$ cat src/rtl/arb_pkg.sv
// Shared encodings for the two-requester mux arbiter.
// Latency: n/a (types and constants only).
// Backpressure: n/a.
package arb_pkg;

  typedef enum logic [1:0] {
    IDLE    = 2'b00,
    GRANT_A = 2'b01,
    GRANT_B = 2'b10
  } arb_state_e;

  // Mux select values; the same encoding records which side was granted last.
  localparam logic SEL_A = 1'b0;
  localparam logic SEL_B = 1'b1;

endpackage

$ cat src/rtl/mux2_n.sv
// WIDTH-bit 2:1 multiplexer assembled from bit-level two_one_mux cells.
// Latency: combinational.
// Backpressure: none.
// Ports: a (sel=0), b (sel=1), sel, y.
module mux2_n #(
  parameter int WIDTH = 8
) (
  input  logic [WIDTH-1:0] a,
  input  logic [WIDTH-1:0] b,
  input  logic             sel,
  output logic [WIDTH-1:0] y
);

  for (genvar i = 0; i < WIDTH; i++) begin : g_bit
    two_one_mux u_bit (
      .a   (a[i]),
      .b   (b[i]),
      .sel (sel),
      .y   (y[i])
    );
  end

endmodule

$ cat src/rtl/two_one_mux.sv
// Bit-level 2:1 multiplexer.
// Latency: combinational.
// Backpressure: none.
// Ports: a (sel=0), b (sel=1), sel, y.
module two_one_mux (
  input  logic a,
  input  logic b,
  input  logic sel,
  output logic y
);

  assign y = sel ? b : a;

endmodule

$ cat src/rtl/mux_arbiter.sv
// Round-robin arbiter owning a shared 2:1 mux between requesters A and B.
// Latency: Req->Gnt 1 cycle from IDLE; beat->Y/Valid 1 cycle.
// Backpressure: a granted side is preempted after MAX_HOLD beats while the other requests.
// Ports: Clk, Rst_n (sync, active-low); ReqA/ReqB + DataA/DataB in;
//        GntA/GntB/Sel decoded from state; Y/Valid registered muxed beat.
module mux_arbiter
  import arb_pkg::*;
#(
  parameter int WIDTH    = 8,
  parameter int MAX_HOLD = 4
) (
  input  logic             Clk,
  input  logic             Rst_n,
  input  logic             ReqA,
  input  logic             ReqB,
  input  logic [WIDTH-1:0] DataA,
  input  logic [WIDTH-1:0] DataB,
  output logic             GntA,
  output logic             GntB,
  output logic             Sel,
  output logic [WIDTH-1:0] Y,
  output logic             Valid
);

  localparam int CW = $clog2(MAX_HOLD + 1);
  localparam logic [CW-1:0] HOLD_LAST = CW'(MAX_HOLD - 1);
  localparam logic [CW-1:0] HOLD_MAX  = CW'(MAX_HOLD);

  arb_state_e       state_q, state_d;
  logic [CW-1:0]    cnt_q, cnt_d;
  logic             last_q, last_d;
  logic [WIDTH-1:0] y_q, y_d;
  logic             valid_q, valid_d;

  logic             beat;
  logic             enter_a;
  logic             enter_b;
  logic [WIDTH-1:0] mux_y;

  mux2_n #(.WIDTH(WIDTH)) u_mux (
    .a   (DataA),
    .b   (DataB),
    .sel (Sel),
    .y   (mux_y)
  );

  always_comb begin
    state_d = state_q;
    cnt_d   = cnt_q;
    last_d  = last_q;
    enter_a = 1'b0;
    enter_b = 1'b0;

    beat = ((state_q == GRANT_A) && ReqA) || ((state_q == GRANT_B) && ReqB);

    case (state_q)
      IDLE: begin
        // On a tie, the side that was not granted last wins.
        if (ReqA && (!ReqB || (last_q == SEL_B))) begin
          enter_a = 1'b1;
        end else if (ReqB) begin
          enter_b = 1'b1;
        end
      end
      GRANT_A: begin
        if (!ReqA) begin
          if (ReqB) enter_b = 1'b1;
          else      state_d = IDLE;
        end else if (ReqB && (cnt_q >= HOLD_LAST)) begin
          // This edge carries A's final beat and hands the mux to B.
          enter_b = 1'b1;
        end else if (cnt_q != HOLD_MAX) begin
          cnt_d = cnt_q + CW'(1);
        end
      end
      GRANT_B: begin
        if (!ReqB) begin
          if (ReqA) enter_a = 1'b1;
          else      state_d = IDLE;
        end else if (ReqA && (cnt_q >= HOLD_LAST)) begin
          enter_a = 1'b1;
        end else if (cnt_q != HOLD_MAX) begin
          cnt_d = cnt_q + CW'(1);
        end
      end
      default: state_d = IDLE;
    endcase

    if (enter_a) begin
      state_d = GRANT_A;
      cnt_d   = '0;
      last_d  = SEL_A;
    end else if (enter_b) begin
      state_d = GRANT_B;
      cnt_d   = '0;
      last_d  = SEL_B;
    end

    // Y holds its last value on non-beat cycles.
    y_d     = beat ? mux_y : y_q;
    valid_d = beat;
  end

  always_ff @(posedge Clk) begin
    if (!Rst_n) begin
      state_q <= IDLE;
      cnt_q   <= '0;
      last_q  <= SEL_B;
      y_q     <= '0;
      valid_q <= 1'b0;
    end else begin
      state_q <= state_d;
      cnt_q   <= cnt_d;
      last_q  <= last_d;
      y_q     <= y_d;
      valid_q <= valid_d;
    end
  end

  assign GntA  = (state_q == GRANT_A);
  assign GntB  = (state_q == GRANT_B);
  assign Sel   = (state_q == GRANT_B) ? SEL_B : SEL_A;
  assign Y     = y_q;
  assign Valid = valid_q;

endmodule

$ cat config.mk
export PLATFORM = sky130hd
export DESIGN_NAME = mux_arbiter
export DESIGN_NICKNAME = d
export VERILOG_FILES = /design/src/rtl/arb_pkg.sv /design/src/rtl/mux2_n.sv /design/src/rtl/two_one_mux.sv /design/src/rtl/mux_arbiter.sv
export SDC_FILE = /design/constraint.sdc
export NUM_CORES = 1
export LEC_CHECK = 0
export CAP_MARGIN = 25
export CORE_MARGIN = 1.5
export CORE_UTILIZATION = 40
export DETAILED_ROUTE_END_ITERATION = 8
export GPL_TIMING_DRIVEN = 0
export PLACE_DENSITY = 0.81
export SKIP_LAST_GASP = 1
export SYNTH_ARGS = -nofsm -noshare
export SYNTH_HDL_FRONTEND = slang
export SYNTH_SLANG_ARGS = --single-unit
$ cat constraint.sdc
create_clock -name Clk -period 3.3 [get_ports Clk]
set_input_delay 0.66 -clock Clk [delete_from_list [all_inputs] [get_ports Clk]]
set_output_delay 0.66 -clock Clk [all_outputs]
set_load 0.02 [all_outputs]
* Yosys cells after proc, flatten, opt, wreduce, memory -nomap -nowiden
Index checks and enable logic that the tools add are counted.
** Word-level totals
- Register bits after elaboration :: 15
- Bits in latches :: 0
- RAM bits :: 0
- ROM bits :: 0
- Input bits :: 20
- Logic and storage cells :: 76
- Memories :: 0
** Operators by class
- Add/subtract/negate cells :: 1
- Multiply operators :: 0
- Div/mod/pow operators :: 0
- $lt $le $gt $ge :: 1
- Equal/unequal tests :: 17
- Shift operators :: 0
- Multiplexer cells :: 34
- Bitwise operators :: 1
- Reductions and logical operators :: 16
** Operators with widths (count)
- $mux 1 :: 20
- $ne 4x2->1 const B :: 4
- $mux 3 :: 5
- $reduce_and 5->1 :: 3
- $ne 3x2->1 const B :: 4
- $mux 2 :: 5
- $ne 2x2->1 const B :: 5
- $ne 3x3->1 const B :: 2
- $pmux 2 s3 :: 1
- $pmux 3 s2 :: 1
- $logic_and 1x1->1 :: 5
- $pmux 1 s2 :: 2
- $reduce_bool 2->1 :: 2
- $add 3x1->3 const B :: 1
- $ge 3x2->1 const B :: 1
- $reduce_or 3->1 :: 1
- $eq 2x1->1 const B :: 1
- $eq 2x2->1 const B :: 1
- $logic_not 2->1 :: 1
- $logic_or 1x1->1 :: 2
- $reduce_or 2->1 :: 1
- $logic_not 1->1 :: 1
- $not 1->1 :: 1

* Logic depth before layout (Yosys ltp)
- Word-level depth :: 7
- Gate-level depth with buffers :: 6

* Hierarchy
Synthesis repeated with hierarchy kept, for this count alone.
** Second synthesis, totals
- Cells, all modules :: 92
- Area, all modules :: 935.9 um^2
** Modules (own cells, without submodules)
- mux_arbiter :: instances 1, cells an instance 84, area an instance 815.8 um^2
- two_one_mux :: instances 8, cells an instance 1, area an instance 15.0 um^2

* Least setup slack after synthesis
Ideal clock, no wire load.
- Path kind :: flip-flop to flip-flop
- Start point :: register cnt_q[0]
- End point :: register cnt_q[2]
- Setup time :: 0.079 ns
- Data arrival time :: 1.773 ns
- Data required time :: 3.221 ns
- Setup slack :: 1.448 ns
- Stages on the path, launching flop included :: 7
- Clock period less this slack :: 1.852 ns
- Path through :: dfxtp_1 -> ha_1 -> ha_1 -> a211o_1 -> a2111o_1 -> a21o_1 -> a211oi_2
** Between the ends
- Longest elaborated chain between the ends :: 6
- Elaborated cells on any way between the ends :: 21
** Ends and longest elaborated chain
- start: declaration :: RTL line mux_arbiter.sv:30 : logic [CW-1:0] cnt_q, cnt_d;
- start signal: assignment :: RTL line mux_arbiter.sv:113 : cnt_q <= cnt_d;
- $ge 3x2->1 :: RTL line mux_arbiter.sv:69, mux_arbiter.sv:80
- $logic_and 1x1->1, on equally long branches :: RTL line mux_arbiter.sv:80, mux_arbiter.sv:69
- $mux 1, on equally long branches :: RTL line mux_arbiter.sv:80, mux_arbiter.sv:69
- $mux 1, on equally long branches :: RTL line mux_arbiter.sv:77, mux_arbiter.sv:66
- $pmux 1 s2 :: RTL line mux_arbiter.sv:56 : case (state_q)
- $reduce_or 3->1 (no line)
Parallel ways exist; a longest one is shown, timed or not. The select of a mux whose other input is x is not followed.
A chain may end at the register's enable or synchronous reset.

* Worst setup path after layout
- Start point :: register state_q[1]
- End point :: output Sel
** Between the ends
- Longest elaborated chain between the ends :: 2
** Ends and longest elaborated chain
- start: declaration :: RTL line mux_arbiter.sv:29 : arb_state_e state_q, state_d;
- start signal: assignment :: RTL line mux_arbiter.sv:112 : state_q <= state_d;
- $eq 2x2->1 :: RTL line mux_arbiter.sv:122 : assign Sel = (state_q == GRANT_B) ? SEL_B : SEL_A;
- $mux 1 :: RTL line mux_arbiter.sv:122
- end: declaration :: RTL line mux_arbiter.sv:20 : output logic Sel,
Every way passes these cells.

==> results.toml <==
[cts]
cts.htree.levels = 1
post_cts_buffers = 0
cts_made_buffers = 3
clk-insertion-delay-late_ps = 280
cts_resized = 0
cts_buffer_depth = 2
cts_tree = "built"
clock_sinks = 15
clk_pin_slew_ps = 90
ctsHoldBuffers = 0
cts_root_buffer = "clkbuf_4"

[die]
fp.dieW_um = 49.9
dieArea_mm2 = 0.00249
start_util_pct = 43.6
rows = 16
ios = 32
fp.coreArea_mm2 = 0.00202
die_h_um = 49.9

[synthesis]
mappedNetlistNets = 117
synthCells = 94
seq_area_frac_synth_pct = 34.1
synth_warnings = 0
ys_ff_latch = 15
synthArstFlopShare_pct = 0
netlist_area_um2 = 881
synth_ff_type = "dfxtp_1"
synth-edff-count = 0
avgSynthCellArea_um2 = 9.37
synth_cell_types = 33

[drt]
ant_nets = 0
drt_iter0_drc = 12
drt-wirelength-per-cell_um = 12.6
first_pass_iters = 4
drt-vias-per-instance = 5.40
drc = 0
vias = 837
wl_um = 1960

[global_route]
grt_pass1_vias = 791
grt_max_degree = 12
grt_first_pass_wirelength_um = 3310
use_met1_pct = 18.7
grt.overflow.total = 0
grt_busiest_layer = "met2"
use_met3_pct = 5.45
grt_usage_pct = 17.0
grt_use_met2_pct = 30.7
antenna_found_initial = 0

[worst_setup_path]
r2r_slack_ps = 1190
critical_path_arrival_ps = 1980
cp_max_fo = 11
path_class = "register to output port"
crit_chain = "buf_2 -> nor2b_1 -> buf_2 -> buf_4 -> clkdlybuf4s50_1"
path_common_cell = "buf_2"
crit_path_top_delay_cell = "clkdlybuf4s50_1"
start_kind = "register"
cpPeakStageDelay_ps = 590
critPathRequiredTime_ps = 2640
end_kind = "output port"

[pwr]
power_mw = 0.416
leakage_nw = 0.531
peakVddDrop_mv = 0.236
power_density_mw_per_mm2 = 335

[timing]
worst_pin_slew_ps = 657
relSlewSlack_pct = 55.9
setup_ws_ps = 658
fin_crit_sh_pct = 80.1
maxSlewViolCount = 0
rsz0062_at_grt = "false"
setup_viol = 0
tns_ps = 0
layout_min_cycle_time_ps = 2640
hold_viol_final = 0
fin_skew_ps = 2.37
holdWs_ps = 509
max_freq_mhz = 378

[status]
status = "finished clean"

[place]
gp_congestion = 0.854
hpwl_um = 1570
dpl-instance-area_mm2 = 0.00121
port_buffers = 30
pre_cts_ws_ps = 792

[final_layout]
n_fill_cell = 166
final_cell_mix = "clkdlybuf4s50_1, dfxtp_1, nand2_1, mux2i_1, o211a_1"
synthToLayoutAreaGrowth_pct = 41.1
layout_commonest_cell = "clkdlybuf4s50_1"
fin_nets = 152
drive_above_1_share_pct = 11.7
stdcell_area_mm2 = 0.00124
diodes = 0

[flow_run]
max_cap_violations = 0

[worst_hold_path]
hp-class = "register to register"
==> layer usage <==
metal  vias to the layer above  routed length [um]  part of all wire (%)
met5                         -                   0                     0
met4                         0                  14                  0.72
met3                         2                 148                   7.6
met2                        29                 942                    48
met1                       384                 851                    44
li1                        422                   -                     -
==> cell families after synthesis <==
| kind of cell | after synthesis | share of synthesized area, % |
|---|---|---|
| compound gates | 30 | 29.8 |
| simple gates | 25 | 14.6 |
| flops | 15 | 34.1 |
| buf+inv | 11 | 5.68 |
| mux | 10 | 11.5 |
| fa+ha+maj | 3 | 4.26 |
==> worst paths after layout <==
check / start / endpoint / depth (start not counted)
setup / recovery: state_q[1] / Sel / 5
hold / removal: Y[5] / Y[5] / 1
setup reg to reg: cnt_q[0] / state_q[1] / 6
hold reg to reg: Y[5] / Y[5] / 1
==> state kept, by name (all words and copies together) (netlist names) <==
| register | cells |
|---|---|
| cnt_q | 3 |
| Y | 8 |
| last_q | 1 |
| Valid | 1 |
| state_q | 2 |
==> worst max-delay path: cells and delay by family (launching register included) <==
| kind | cells | cell delay, ps |
|---|---|---|
| flip-flops | 1 | 320 |
| AND/OR/NAND/NOR | 1 | 150 |
| buffers and inverters | 4 | 1230 |
==> synthesized netlist by cell type, types with 2 or more instances <==
cell type | count | share of area (%)
ha_1 | 3 | 4.3
a21o_1 | 2 | 1.7
inv_1 | 4 | 1.7
o211a_1 | 8 | 9.1
nand3_1 | 3 | 1.7
o21ai_1 | 2 | 1.1
mux2i_1 | 9 | 10
a31oi_1 | 2 | 1.4
nor2b_1 | 3 | 2.1
a211oi_1 | 4 | 3.4
buf_2 | 4 | 2.3
nand2_1 | 11 | 4.7
a211oi_2 | 2 | 2.8
o21ai_0 | 2 | 1.1
clkbuf_1 | 2 | 0.85
dfxtp_1 | 15 | 34
and2_1 | 2 | 1.4
==> power by group <==
part	internal, mW	leakage (nW)	switching (mW)
Sequential	0.192	0.123	0.00737
Combinational	0.0609	0.391	0.0527
Clock	0.0449	0.0177	0.0582
==> metrics by stage <==
step	utilization (%)	std cells
after floorplan	-	94
after global placement	60.1	151
after detailed placement	60.1	151
after CTS	61.4	155
final	61.4	155
after global routing	61.4	155
==> final cells by class <==
class,instances,area [um2],area share [%]
well taps,27,33.8,2.72
clock inverters,1,5.00,0.403
repair buffers,30,300,24.2
multi-input cells,68,531,42.7
inverters,4,15.0,1.21
flip-flops and latches,15,300,24.2
plain buffers,7,35.0,2.82
clock buffers,3,22.5,1.81
Note: power is estimated with default switching activity, not from simulation.
